--- src/rtl/delta_pkg.sv ---
// Shared definitions for the delta-modulation spike link (encoder and decoder).
// Contents: spike code constants, the decoder state enum, and the default sample width.
package delta_pkg;

  localparam int unsigned DEFAULT_WIDTH = 5;

  // Code bit0 = spike event, bit1 = direction (1 = down).
  localparam logic [1:0] SPK_NONE    = 2'b00;
  localparam logic [1:0] SPK_UP      = 2'b01;
  localparam logic [1:0] SPK_ILLEGAL = 2'b10;
  localparam logic [1:0] SPK_DOWN    = 2'b11;

  typedef enum logic {
    INIT,
    RUN
  } state_e;

endpackage

--- src/rtl/spike_fifo.sv ---
// DEPTH x 2-bit synchronous FIFO (registered, not fall-through) for incoming spike codes.
// Ports:
//   i_clk, i_rst     clock, asynchronous active-high reset
//   i_flush          empties the FIFO (has priority over push/pop)
//   i_push, i_data   write a code
//   i_pop, o_data    o_data is the head entry; i_pop advances it
//   o_count          number of stored entries
//   o_full, o_empty  status
module spike_fifo #(
  parameter int unsigned DEPTH = 4
) (
  input  logic                       i_clk,
  input  logic                       i_rst,
  input  logic                       i_flush,
  input  logic                       i_push,
  input  logic [1:0]                 i_data,
  input  logic                       i_pop,
  output logic [1:0]                 o_data,
  output logic [$clog2(DEPTH+1)-1:0] o_count,
  output logic                       o_full,
  output logic                       o_empty
);

  localparam int unsigned PTR_W = $clog2(DEPTH);
  localparam int unsigned CNT_W = $clog2(DEPTH + 1);

  logic [1:0]       r_mem [DEPTH];
  logic [PTR_W-1:0] r_wr_ptr;
  logic [PTR_W-1:0] r_rd_ptr;
  logic [CNT_W-1:0] r_count;

  // Storage needs no reset; only the pointers define what is valid.
  always_ff @(posedge i_clk) begin
    if (i_push && !i_flush) begin
      r_mem[r_wr_ptr] <= i_data;
    end
  end

  // Pointers wrap naturally because DEPTH is a power of two.
  always_ff @(posedge i_clk or posedge i_rst) begin
    if (i_rst) begin
      r_wr_ptr <= '0;
      r_rd_ptr <= '0;
      r_count  <= '0;
    end else if (i_flush) begin
      r_wr_ptr <= '0;
      r_rd_ptr <= '0;
      r_count  <= '0;
    end else begin
      if (i_push) r_wr_ptr <= r_wr_ptr + PTR_W'(1);
      if (i_pop)  r_rd_ptr <= r_rd_ptr + PTR_W'(1);
      case ({i_push, i_pop})
        2'b10:   r_count <= r_count + CNT_W'(1);
        2'b01:   r_count <= r_count - CNT_W'(1);
        default: r_count <= r_count;
      endcase
    end
  end

  assign o_data  = r_mem[r_rd_ptr];
  assign o_count = r_count;
  assign o_full  = (r_count == CNT_W'(DEPTH));
  assign o_empty = (r_count == '0);

endmodule

--- src/rtl/delta_decoder.sv ---
// Delta-modulation decoder: buffers 2-bit spike codes, applies them to a saturating
// reconstruction accumulator, and presents samples on a valid/ready port.
// Ports:
//   clk, rst                 clock, asynchronous active-high reset
//   init_load, init_data     seed accumulator, flush pipeline, clear debug state
//   threshold                encoder threshold; step = threshold + 1 at pop time
//   in_valid/in_ready/spike  code input handshake
//   out_valid/out_ready      sample output handshake, data_out = sample
//   spike_count              up/down codes applied (wraps)
//   sat_flag, err_flag       sticky clamp / illegal-code flags
module delta_decoder #(
  parameter int unsigned WIDTH = delta_pkg::DEFAULT_WIDTH,
  parameter int unsigned DEPTH = 4
) (
  input  logic             clk,
  input  logic             rst,
  input  logic             init_load,
  input  logic [WIDTH-1:0] init_data,
  input  logic [WIDTH-1:0] threshold,
  input  logic             in_valid,
  output logic             in_ready,
  input  logic [1:0]       spike,
  output logic             out_valid,
  input  logic             out_ready,
  output logic [WIDTH-1:0] data_out,
  output logic [7:0]       spike_count,
  output logic             sat_flag,
  output logic             err_flag
);

  import delta_pkg::*;

  localparam int unsigned CNT_W = $clog2(DEPTH + 1);

  state_e           r_state;
  logic [WIDTH-1:0] r_acc;
  logic [WIDTH-1:0] r_data_out;
  logic             r_out_valid;
  logic [7:0]       r_spike_count;
  logic             r_sat_flag;
  logic             r_err_flag;

  logic             w_run;
  logic             w_push;
  logic             w_pop;
  logic [1:0]       w_head;
  logic [CNT_W-1:0] w_count;
  logic             w_full;
  logic             w_empty;
  logic [WIDTH:0]   w_step;
  logic [WIDTH:0]   w_sum;
  logic [WIDTH:0]   w_diff;
  logic [WIDTH-1:0] w_acc_next;
  logic             w_sat;
  logic             w_err;
  logic             w_counted;

  assign w_run    = (r_state == RUN);
  assign in_ready = w_run && !w_full;
  // init_load wins: a same-cycle write or pop is discarded along with the flush.
  assign w_push   = in_valid && in_ready && !init_load;
  assign w_pop    = w_run && !w_empty && (!r_out_valid || out_ready) && !init_load;

  spike_fifo #(
    .DEPTH (DEPTH)
  ) u_fifo (
    .i_clk   (clk),
    .i_rst   (rst),
    .i_flush (init_load),
    .i_push  (w_push),
    .i_data  (spike),
    .i_pop   (w_pop),
    .o_data  (w_head),
    .o_count (w_count),
    .o_full  (w_full),
    .o_empty (w_empty)
  );

  // One extra bit holds both the full step range and the up-carry / down-borrow.
  assign w_step = {1'b0, threshold} + (WIDTH + 1)'(1);
  assign w_sum  = {1'b0, r_acc} + w_step;
  assign w_diff = {1'b0, r_acc} - w_step;

  always_comb begin
    w_acc_next = r_acc;
    w_sat      = 1'b0;
    w_err      = 1'b0;
    w_counted  = 1'b0;
    unique case (w_head)
      SPK_UP: begin
        w_counted = 1'b1;
        if (w_sum[WIDTH]) begin
          w_acc_next = '1;
          w_sat      = 1'b1;
        end else begin
          w_acc_next = w_sum[WIDTH-1:0];
        end
      end
      SPK_DOWN: begin
        w_counted = 1'b1;
        if (w_diff[WIDTH]) begin
          w_acc_next = '0;
          w_sat      = 1'b1;
        end else begin
          w_acc_next = w_diff[WIDTH-1:0];
        end
      end
      SPK_ILLEGAL: w_err = 1'b1;
      SPK_NONE:    w_acc_next = r_acc;
    endcase
  end

  always_ff @(posedge clk or posedge rst) begin
    if (rst) begin
      r_state       <= INIT;
      r_acc         <= '0;
      r_data_out    <= '0;
      r_out_valid   <= 1'b0;
      r_spike_count <= '0;
      r_sat_flag    <= 1'b0;
      r_err_flag    <= 1'b0;
    end else if (init_load) begin
      r_state       <= RUN;
      r_acc         <= init_data;
      r_out_valid   <= 1'b0;
      r_spike_count <= '0;
      r_sat_flag    <= 1'b0;
      r_err_flag    <= 1'b0;
    end else begin
      case (r_state)
        RUN: begin
          if (w_pop) begin
            r_acc       <= w_acc_next;
            r_data_out  <= w_acc_next;
            r_out_valid <= 1'b1;
            if (w_counted) r_spike_count <= r_spike_count + 8'd1;
            if (w_sat)     r_sat_flag    <= 1'b1;
            if (w_err)     r_err_flag    <= 1'b1;
          end else if (r_out_valid && out_ready) begin
            r_out_valid <= 1'b0;
          end
        end
        default: r_state <= INIT;
      endcase
    end
  end

  assign out_valid   = r_out_valid;
  assign data_out    = r_data_out;
  assign spike_count = r_spike_count;
  assign sat_flag    = r_sat_flag;
  assign err_flag    = r_err_flag;

endmodule
--- config.mk ---
export PLATFORM = sky130hd
export DESIGN_NAME = delta_decoder
export DESIGN_NICKNAME = d
export VERILOG_FILES = /design/src/rtl/delta_pkg.sv /design/src/rtl/spike_fifo.sv /design/src/rtl/delta_decoder.sv
export SDC_FILE = /design/constraint.sdc
export NUM_CORES = 1
export LEC_CHECK = 0
export ABC_AREA = 1
export BUFFER_PORTS_ARGS = -buffer_cell sky130_fd_sc_hd__buf_2
export CORE_UTILIZATION = 52
export CTS_CLUSTER_SIZE = 14
export DETAILED_ROUTE_END_ITERATION = 8
export GPL_TIMING_DRIVEN = 0
export PLACE_DENSITY = 0.76
export SETUP_SLACK_MARGIN = 0.4
export SKIP_LAST_GASP = 1
export SLEW_MARGIN = 20
export SYNTH_ARGS = -nofsm -noshare
export SYNTH_HDL_FRONTEND = slang
export SYNTH_SLANG_ARGS = --single-unit
--- constraint.sdc ---
create_clock -name clk -period 1.6 [get_ports clk]
set_clock_uncertainty 0.1 [all_clocks]
set_input_delay 0.08 -clock clk [delete_from_list [all_inputs] [get_ports clk]]
set_output_delay 0.08 -clock clk [all_outputs]
set_load 0.005 [all_outputs]
Word level (Yosys, flattened, before mapping)
Memory sizes are Yosys's and may differ from the RTL's.
Index checks and enable logic that the tools add are counted.
Widths: inputs -> output; s select.
Operators by class
  add/sub/neg operators: 8
  equal/unequal tests: 6
  mux-type cells: 37
  bitwise gates (word level): 1
  reductions and logical operators: 29
Operators by type and width (count)
  $mux 8: 4
  $mux 5: 5
  $mux 1: 20
  $reduce_and 3->1: 4
  $reduce_bool 2->1: 6
  $pmux 5 s2: 1
  $add 8x1->8 const B: 1
  $logic_and 1x1->1: 8
  $mux 2: 4
  $add 5x1->6 const B: 1
  $add 5x6->6: 1
  $eq 2x2->1 const B: 3
  $pmux 3 s2: 1
  $reduce_bool 3->1: 2
  $sub 5x6->6: 1
  $add 2x1->2 const B: 2
  $eq 2x1->1 const B: 2
  $logic_not 1->1: 4
  $reduce_and 2->1: 2
  $add 3x1->3 const B: 1
  $eq 3x3->1 const B: 1
  $logic_not 3->1: 1
  $mux 3: 1
  $sub 3x1->3 const B: 1
  4 further kinds: 4
Storage, ports and cells
  bits in registers: 29
  bits in writable memories: 8
  input port bits: 17
  output and inout bits: 17
  word-level logic and storage cells: 92
  memories: 1
Memories
  u_fifo.r_mem: words 4, bits a word 2, read ports 1, clocked after Yosys merged registers in 0, wr ports 1, RTL line spike_fifo.sv:27  | logic [1:0] r_mem [DEPTH];

Logic depth before layout (Yosys ltp)
Gate-level depths: netlist (run 1).
  depth in word-level cells: 8
  depth in mapped cells: 16
  depth with buffers taken out: 16

Modules after synthesis
From an unflattened synthesis (run 1), not the netlist that was laid out.
Unflattened totals
  cell total of the unflattened synthesis: 313
  area, all modules: 2428.6 sq um
By module, submodules not included
  delta_decoder: times used 1, cells an instance 232, area each 1669.1 sq um, sequential area each 550.5 sq um
  spike_fifo: times used 1, cells an instance 81, area each 759.5 sq um, sequential area each 415.4 sq um

Worst setup path before layout (run 1)
Ideal clock, no wire load.
  path kind: input-to-reg
  from: input threshold[0]
  to: register r_data_out[1], in the netlist data_out[1]
  library setup time: 118 ps
  arrival time: 1688 ps
  data required time: 1382 ps
  setup slack: -306 ps
  stages on the path: 14
  buffers on the path: 0
  path through: ha_1 -> nand3_1 -> xor2_1 -> inv_1 -> ha_1 -> inv_1 -> a21oi_1 -> nand3_1 -> nand2_1 -> nand2_1 -> nand3_1 -> nand2_1 -> nand2_1 -> nand2_1
Between the ends
  longest elaborated chain between the ends: 4
  elaborated cells on any way between the ends: 6
  those cells by class: add/sub: 3; mux: 3
RTL lines
  start: declaration: RTL line delta_decoder.sv:19  | input logic [WIDTH-1:0] threshold,
  $add 5x1->6 *: RTL line delta_decoder.sv:80  | assign w_step = {1'b0, threshold} + (WIDTH + 1)'(1);
  $sub 5x6->6 / $add 5x6->6 (equally long branches): RTL line delta_decoder.sv:82, delta_decoder.sv:81
  $mux 5, on equally long branches: RTL line delta_decoder.sv:101, delta_decoder.sv:92
  $pmux 5 s2 *: RTL line delta_decoder.sv:89  | unique case (w_head)
  end signal: assignment: RTL line delta_decoder.sv:134  | r_data_out <= w_acc_next;
  end: declaration: RTL line delta_decoder.sv:37  | logic [WIDTH-1:0] r_data_out;
Mark *: on every way between the ends. The rest lies on a longest branch, timed or not.
A chain may end at the register's enable or synchronous reset.

Worst setup path in the final report (run 1)
  from: register r_acc[0]
  to: register r_data_out[4], in the netlist data_out[4]
Between the ends
  longest elaborated chain between the ends: 3
  elaborated cells on any way between the ends: 5
  those cells by class: add/sub: 2; mux: 3
RTL lines
  start: declaration: RTL line delta_decoder.sv:36  | logic [WIDTH-1:0] r_acc;
  start signal: assignment: RTL line delta_decoder.sv:124  | r_acc <= init_data;
  start signal: assignment: RTL line delta_decoder.sv:133  | r_acc <= w_acc_next;
  $sub 5x6->6 / $add 5x6->6 (equally long branches): RTL line delta_decoder.sv:82, delta_decoder.sv:81
  $mux 5, on equally long branches: RTL line delta_decoder.sv:101, delta_decoder.sv:92
  $pmux 5 s2 *: RTL line delta_decoder.sv:89
Marks and branches as above.

==> Implementation_results.wiki, run 1 <==
{| class="wikitable"
! Metric !! Value
|-
| Status || complete, but fails checks
|-
| Failing checks || negative setup slack
|-
| Syn Area/Cell || just under 8 µm²
|-
| Worst min-delay path category || in -> reg
|-
| Via count || between 2,000 and 3,000
|-
| Fin crit share || 128%
|-
| Highest routing layer actually used || met4
|-
| Longest Clk Path Bufs || 2
|-
| Yosys warns || 0
|-
| Initial standard-cell utilization of the core || between 50% and 60%
|-
| Slew HR || between 50% and 60%
|-
| Setup slack of the critical path after layout || -0.441 ns
|-
| Crit Reg-Reg Startpoint || r_acc[0]
|-
| NumNets Final || approximately 470
|-
| Logic gate share of total power || 69.5%
|-
| GR Overflow Total || 0
|-
| Count of pins on the block boundary || 34
|-
| Clock transition time at the flip-flop clock pins of the worst setup and hold paths || roughly 0.080 ns
|-
| Max cap viols || 0
|-
| Classification of the worst setup path || reg -> reg
|-
| Detailed-routed wire length on met2 || 4380 µm
|-
| Maximum clock frequency || 0.490 GHz
|-
| Critical Path Source Type || flop
|-
| Crit path required time || 1.69 ns
|-
| Inserted Diodes || 0
|-
| Endpoint type of the worst setup path || flop
|-
| Synthesized instance count || between 300 and 400
|-
| Nets in the synthesized netlist || about 360
|-
| Clk sink count || 37
|-
| Cell-internal power || 3690 µW
|-
| Wire length of the first global-routing pass || 10,900 µm
|-
| DRT Pass-1 Iters || 7
|-
| Highest-count cells in the layout ignoring fill and taps || 91 x nand2_1, 37 x buf_4, 34 x buf_2
|-
| Drt drc || 0
|-
| Global-route usage over all layers || 27.7%
|-
| Unrepaired setup endpoints after global routing || true
|-
| Clock tree root driver cell || clkbuf_8
|-
| Vias in the first global route || ~2,500
|-
| Met1 wire length || about 3100 µm
|-
| Initial antenna violation count || 0
|-
| Static power due to leakage || 0.00193 µW
|-
| Worst Hold Depth || 5
|-
| Worst-margin pin slew || between 0.6 and 0.7 ns
|-
| Fraction of final layout cells with drive strength greater than 1 || a little under half
|-
| Sequential-to-total area share from yosys stat || about two fifths
|-
| Switching power as a share of total power || between 40% and 50%
|-
| CTS tree || built
|-
| Die boundary height || between 70 and 80 µm
|-
| Flops & latches, synth || 37
|-
| Pin count of the biggest net entering global routing || 30
|-
| Worst r2r dst || data_out[4]
|-
| Start point of the worst hold path || init_data[2]
|-
| IO Port Bufs || 33
|-
| Number of buffers created by CTS || 5
|-
| Die Width || 71.8 µm
|-
| R2r setup slk || -0.44 ns
|-
| Floorplan row count || 25
|-
| Met3 routed wirelength || a little over 500 µm
|-
| Share of total power in the clock network || roughly a tenth
|-
| Level count of the clock H-tree || 2
|-
| Shortest clock period the worst path allows after layout || about 2 ns
|-
| Overall die area || ~0.0052 mm²
|-
| Overall routed net length || 8440 µm
|-
| Proportion of power drawn by flip-flops and latches || around a fifth
|-
| FF-to-FF path depth || 13
|-
| Synth-to-Final Area Change || 52.0%
|-
| Switching pwr || ~3200 µW
|-
| Routed vias/inst || between 5 and 6
|-
| Data arrival time at the worst-slack endpoint || 2.13 ns
|-
| Post-DP HPWL || about 4100 µm
|-
| Count of different cell masters after synthesis || 33
|-
| Max rail drop VDD || between 1 and 1.5 mV
|-
| Worst Path Max Fanout || 3
|-
| Cell count after placement || a little over 400
|-
| Final Wtd Congestion || ~0.85
|-
| Final worst hold slack || between 0.02 and 0.03 ns
|-
| Placeable core region || approximately 0.0047 mm²
|-
| Setup violators final || 29
|-
| Terminating pin of the worst hold path || r_acc[2]
|-
| Total power density per cell area || ~1800 mW/mm²
|-
| Insertion delay to the later sink of the worst-skew pair || roughly 0.3 ns
|-
| Netlist area before placement || roughly 0.0025 mm²
|-
| Avg WL per Cell || about 17 µm
|-
| Number of DRC markers after the initial detailed-route iteration || between 150 and 200
|-
| Final hold violation count || 0
|-
| Final Non-Filler Cells || between 400 and 500
|-
| Antenna-violating nets left || 0
|-
| Fin. max-slew vios || 0
|-
| Fill count || around 250
|-
| Most frequent standard cell in the layout excluding fill and tap cells || nand2_1
|}
## layout make-up
class	count	area, µm²	area share (%)
inverters	46	200	5.20
clock inverters	3	12.5	0.325
multi-input cells	242	1770	46.0
clock buffers	5	68.8	1.79
repair buffers	96	747	19.4
flip-flops and latches	37	973	25.3
well taps	54	67.6	1.76
plain buffers	2	8.76	0.228
## routing by layer
layer	GRT usage (%)	vias up
li1	-	1255
met5	0	-
met3	4.22	42
met4	14.6	0
met1	32.7	1322
met2	48.6	153
## registers in the layout (all words and copies together) (netlist names)
register         count
out_valid            1
u_fifo.r_rd_ptr      2
r_acc                5
u_fifo.o_count       3
u_fifo.r_mem         8
u_fifo.r_wr_ptr      2
data_out             5
r_state              1
sat_flag             1
err_flag             1
spike_count          8
## metrics by stage
stage	power, µW	TNS (ns)	setup WS, ns	util, %	cell area [µm²]
6_report	6940	-4.39	-0.441	82.0	3850
5_1_grt	7290	-6.25	-0.500	82.0	3850
4_1_cts	5840	-2.01	-0.347	75.0	3520
3_5_place_dp	4130	-6.19	-0.559	61.0	2860
3_3_place_gp	4050	-5.32	-0.476	61.0	2860
2_1_floorplan	3510	-1.49	-0.158	-	2630
## cell usage after synthesis (all sizes together)
master    n  area share (%)
nand3b    2            0.59
clkinv    1            0.35
and3      2            0.49
a21oi    10             2.0
a32o      1            0.40
nand2   114              18
buf       1            0.20
ha       16             7.9
dfrtp    29              29
nand4     6             2.1
fa        3             2.4
nor3      2            0.40
xor2      6             2.1
nand3    35             8.0
edfxtp    8             9.5
nor3b     2            0.59
inv      45             6.8
xnor2     2            0.69
a31oi     1            0.25
o21ai    12             2.4
nor2     26             6.0
clkbuf    1            0.15
o31ai     2            0.59
## worst max-delay path by stage
| stage | startpoint | endpoint | slack, ns |
|---|---|---|---|
| floorplan | u_fifo.o_count[0] | u_fifo.o_count[2] | -0.16 |
| global placement | threshold[0] | data_out[2] | -0.48 |
| detailed placement | threshold[0] | data_out[2] | -0.56 |
| CTS | r_acc[0] | data_out[4] | -0.35 |
| global route | r_acc[0] | r_acc[4] | -0.50 |
| finish | r_acc[0] | data_out[4] | -0.44 |
## power groups by stage
stage          Clock (µW)  Sequential, µW  Combinational [µW]
2_1_floorplan           0            1430                2080
3_3_place_gp            0            1460                2590
3_5_place_dp            0            1470                2660
4_1_cts               630            1440                3760
5_1_grt               682            1480                5130
6_report              649            1470                4820
## critical path, cell delays in order, from the launching register on
cell     delay (ns)
dfrtp_1        0.41
buf_4          0.17
inv_4          0.06
ha_4           0.12
inv_2          0.05
fa_2           0.35
nand2_1        0.09
a21oi_1        0.08
o21ai_0        0.15
nand2_1        0.09
nand3_2        0.07
nand2_1        0.06
nand2_1        0.08
nand2_1        0.07
## cells by family (layout without fill, tap and decap cells)
| logic type | after synthesis | count (layout) | share of synthesized area (%) |
|---|---|---|---|
| simple gates | 189 | 189 | 35.7 |
| buf+inv | 48 | 152 | 7.46 |
| flops | 37 | 37 | 38.2 |
| compound gates | 26 | 26 | 5.59 |
| fa+ha+maj | 19 | 19 | 10.3 |
| xor+xnor | 8 | 8 | 2.77 |
## timing repair
action | CTS | global route
pin swaps | 31 | 19
buffers inserted | 37 | 21
setup endpoints to repair | 36 | 36
endpoints found under the hold margin | 39 | 0
hold buffers | 5 | 0
resized for setup | 60 | 48
No activity file was read; power rests on OpenSTA's default activity.
==> inputs of run 2 (changes only) <==
--- a/config.mk
+++ b/config.mk
@@ -5,13 +5,12 @@
 export SDC_FILE = /design/constraint.sdc
 export NUM_CORES = 1
 export LEC_CHECK = 0
-export ABC_AREA = 1
 export BUFFER_PORTS_ARGS = -buffer_cell sky130_fd_sc_hd__buf_2
-export CORE_UTILIZATION = 52
+export CORE_UTILIZATION = 51
 export CTS_CLUSTER_SIZE = 14
 export DETAILED_ROUTE_END_ITERATION = 8
 export GPL_TIMING_DRIVEN = 0
-export PLACE_DENSITY = 0.76
+export PLACE_DENSITY = 0.75
 export SETUP_SLACK_MARGIN = 0.4
 export SKIP_LAST_GASP = 1
 export SLEW_MARGIN = 20
==> run 2 against run 1 <==
  * The flow still finishes with violations (negative setup slack)
  * Highest routed layer unchanged
  * Critical path depth decreased by 5
  * Critical endpoint is now data_out[0]
  * Via count decreased by 31%
  * Critical path type unchanged
  * Synthesized cell count decreased by 31%
  * Final cell count decreased by 28%
  * Combinational power decreased by 35%
==> Implementation_results.wiki, run 2 <==
{| class="wikitable"
! Metric !! Value
|-
| Kind of cell with the highest combined delay on the critical path || compound AO/OA/AOI/OAI gates
|-
| Met3 usage || 5.41%
|-
| Drt drc || 0
|-
| Max cap viols || 0
|-
| Avg WL per Cell || 15.4 µm
|-
| Die boundary height || between 60 and 70 µm
|-
| Flops & latches, synth || 37
|-
| Most area-consuming cells after synthesis || dfrtp_1 32%, edfxtp_1 10%, ha_1 8.7%
|-
| Worst path slowest cell || dfrtp_1
|-
| Synth top area share || a little under a third
|-
| CTS tree || built
|-
| Synth-to-Final Area Change || 38.7%
|-
| Clock tree root driver cell || clkbuf_8
|-
| Global-route usage over all layers || 23.8%
|-
| Ys async rst share || between 70% and 80%
|-
| Number of DRC markers after the initial detailed-route iteration || 110
|-
| Placeable core region || 0.00435 mm²
|-
| Shortest clock period the worst path allows after layout || between 2 and 2.5 ns
|-
| Synthesized instance count || ~230
|-
| Total power density per cell area || 1630 mW/mm²
|-
| GRT met2 Usage || a little over two fifths
|-
| Nets in the synthesized netlist || 262
|-
| Status || complete, but fails checks
|-
| Clock transition time at the flip-flop clock pins of the worst setup and hold paths || 0.07 ns
|-
| List of cells traversed by the critical path || ha_1 > clkbuf_8 > a21o_1 > a21oi_2 > a21oi_2 > or3_4 > a221o_1 > o311ai_1
|-
| Endpoint type of the worst setup path || flop
|-
| FF-to-FF path depth || 8
|-
| Dominant cell by count in the synthesized netlist || nor2_1
|-
| Buffers & Inverters on Critical Path || 1
|-
| Grt met1 use || 29.4%
|-
| Largest area contributor in the synthesized netlist || dfrtp_1
|-
| Overall routed net length || between 5000 and 6000 µm
|-
| NumNets Final || ~330
|-
| Top flip-flop cell by instance count after synthesis || dfrtp_1
|-
| Setup violators final || 34
|-
| Max stage delay on crit path || 0.40 ns
|-
| Classification of the worst setup path || reg -> reg
|-
| Die Width || ~70 µm
|-
| Inserted Diodes || 0
|-
| Static power due to leakage || about 0.0015 µW
|-
| Crit path required time || 1.69 ns
|-
| Sequential-to-total area share from yosys stat || a little over two fifths
|-
| Maximum clock frequency || 0.449 GHz
|-
| Unrepaired setup endpoints after global routing || true
|-
| IO Port Bufs || 32
|-
| Post-DP HPWL || ~3400 µm
|-
| Post-synth EDFFs || 8
|-
| Most common cell type on the critical path || a21oi_2
|-
| Max rail drop VDD || between 0.9 and 1 mV
|-
| Insertion delay to the later sink of the worst-skew pair || ~0.29 ns
|-
| Worst Path Max Fanout || 4
|-
| Clk sink count || 37
|-
| Number of buffers created by CTS || 5
|-
| Count of pins on the block boundary || 34
|-
| Yosys warns || 0
|-
| GR Overflow Total || 0
|-
| Worst min-delay path category || in -> reg
|-
| Crit Reg-Reg Startpoint || r_acc[3]
|-
| Highest-count cells in the layout ignoring fill and taps || 31 x nor2_1, 31 x buf_2, 24 x dfrtp_1
|-
| Floorplan row count || 24
|-
| Slew HR || 58.1%
|-
| Data arrival time at the worst-slack endpoint || roughly 2.3 ns
|-
| Fraction of final layout cells with drive strength greater than 1 || 42.1%
|-
| Final hold violation count || 0
|-
| Number of logic stages on the critical path including buffering || 8
|-
| Antenna-violating nets left || 0
|-
| Level count of the clock H-tree || 2
|-
| Top cells by instance count after synthesis || 32 x nor2_1, 29 x dfrtp_1, 18 x a21oi_1
|-
| Critical Path Source Type || flop
|-
| Setup slack of the critical path after layout || -0.628 ns
|-
| R2r setup slk || -0.63 ns
|-
| Failing checks || negative setup slack
|-
| Worst Setup SP || r_acc[3]
|-
| Final Wtd Congestion || 0.821
|-
| Final worst hold slack || around 0.05 ns
|-
| Worst r2r dst || data_out[0]
|-
| End point of the critical path || data_out[0]
|-
| Count of different cell masters after synthesis || 49
|-
| Longest Clk Path Bufs || 2
|-
| Cell count after placement || 310
|-
| Overall power || a little over 5000 µW
|-
| Syn Area/Cell || about 10 µm²
|-
| Initial standard-cell utilization of the core || 52.7%
|-
| Vias in the first global route || 1,973
|-
| Final Non-Filler Cells || approximately 350
|-
| Layer with the highest usage after global routing || met2
|-
| DRT Pass-1 Iters || 4
|-
| Routed vias/inst || 5.49
|-
| Netlist area before placement || between 0.002 and 0.0025 mm²
|-
| Fin. max-slew vios || 0
|-
| Fin crit share || 139%
|-
| Wire length of the first global-routing pass || approximately 8900 µm
|-
| Worst-margin pin slew || between 0.6 and 0.7 ns
|-
| Via count || 1,917
|-
| Pin count of the biggest net entering global routing || 30
|-
| Overall die area || between 0.004 and 0.005 mm²
|-
| Initial antenna violation count || 0
|}
[run 2: worst min path at each step]
stage                 start                  to  slack (ns)  depth (start not counted)
6_report       init_data[1]            r_acc[1]        0.05                          3
5_1_grt        init_data[1]            r_acc[1]        0.08                          3
4_1_cts                 rst  u_fifo.r_wr_ptr[1]      -0.009                          2
3_5_place_dp       spike[1]  u_fifo.r_mem[0][1]        0.20                          1
3_3_place_gp       spike[1]  u_fifo.r_mem[0][1]        0.20                          1
2_1_floorplan           rst         data_out[0]        0.06                          1
[run 2: routing by layer]
layer	wire, µm	part of all wire (%)	up-vias
met5	0	0	-
met4	61	1.1	0
met3	261	4.8	9
met2	2780	52	58
met1	2290	42	931
li1	-	-	919
[run 2: final cells by class]
| class | count | area, µm² |
|---|---|---|
| multi-input combinational | 163 | 1450 |
| fill | 289 | 1170 |
| sequential | 37 | 972 |
| timing repair buffer | 63 | 458 |
| buffer | 9 | 92.6 |
| clock buffer | 5 | 68.8 |
| inverter | 17 | 66.3 |
| tap | 52 | 65.1 |
| clock inverter | 3 | 17.5 |
[run 2: what timing repair did]
action | 4_1_cts | 5_1_grt
hold buffers | 7 | 1
pin swaps | 15 | 14
hold endpoints to repair | 35 | 29
setup buffers | 19 | 4
resized for setup | 29 | 14
endpoints found under the setup margin | 36 | 36
[run 2: worst reg2reg max path: cells and delay by family, from the launching register on]
kind	cells	cell delay, ns
flip-flops	1	0.40
AND/OR/NAND/NOR	1	0.34
buffers and inverters	1	0.14
AO/OA/AOI/OAI	5	0.87
adder cells (fa/ha/maj)	1	0.28
[run 2: power breakdown]
| part | switching, µW | internal, µW |
|---|---|---|
| sequential | 223 | 1210 |
| combinational | 1500 | 1620 |
| clock | 331 | 300 |
| total | 2050 | 3130 |
[run 2: through the flow]
| stage | setup WS, ns | util, % | area, µm² | setup TNS (ns) |
|---|---|---|---|---|
| after floorplan | -0.557 | - | 2420 | -6.43 |
| after global placement | -0.875 | 60.9 | 2650 | -11.99 |
| after detailed placement | -0.899 | 60.9 | 2650 | -12.53 |
| after CTS | -0.627 | 71.0 | 3090 | -10.08 |
| after global routing | -0.714 | 73.2 | 3190 | -12.94 |
| final | -0.628 | 73.2 | 3190 | -10.31 |
[run 2: cell families (layout without fill, tap and decap cells)]
group / Yosys count / in the layout / share of synthesized area (%)
adders and majority gates: 19 / 19 / 11.3
muxes: 8 / 8 / 4.25
xor gates and xnor gates: 22 / 22 / 8.39
and+or+nand+nor: 68 / 68 / 14.4
AOI/OAI and AO/OA: 46 / 46 / 14.2
DFF: 37 / 37 / 42.1
buffers and inverters: 26 / 97 / 5.39
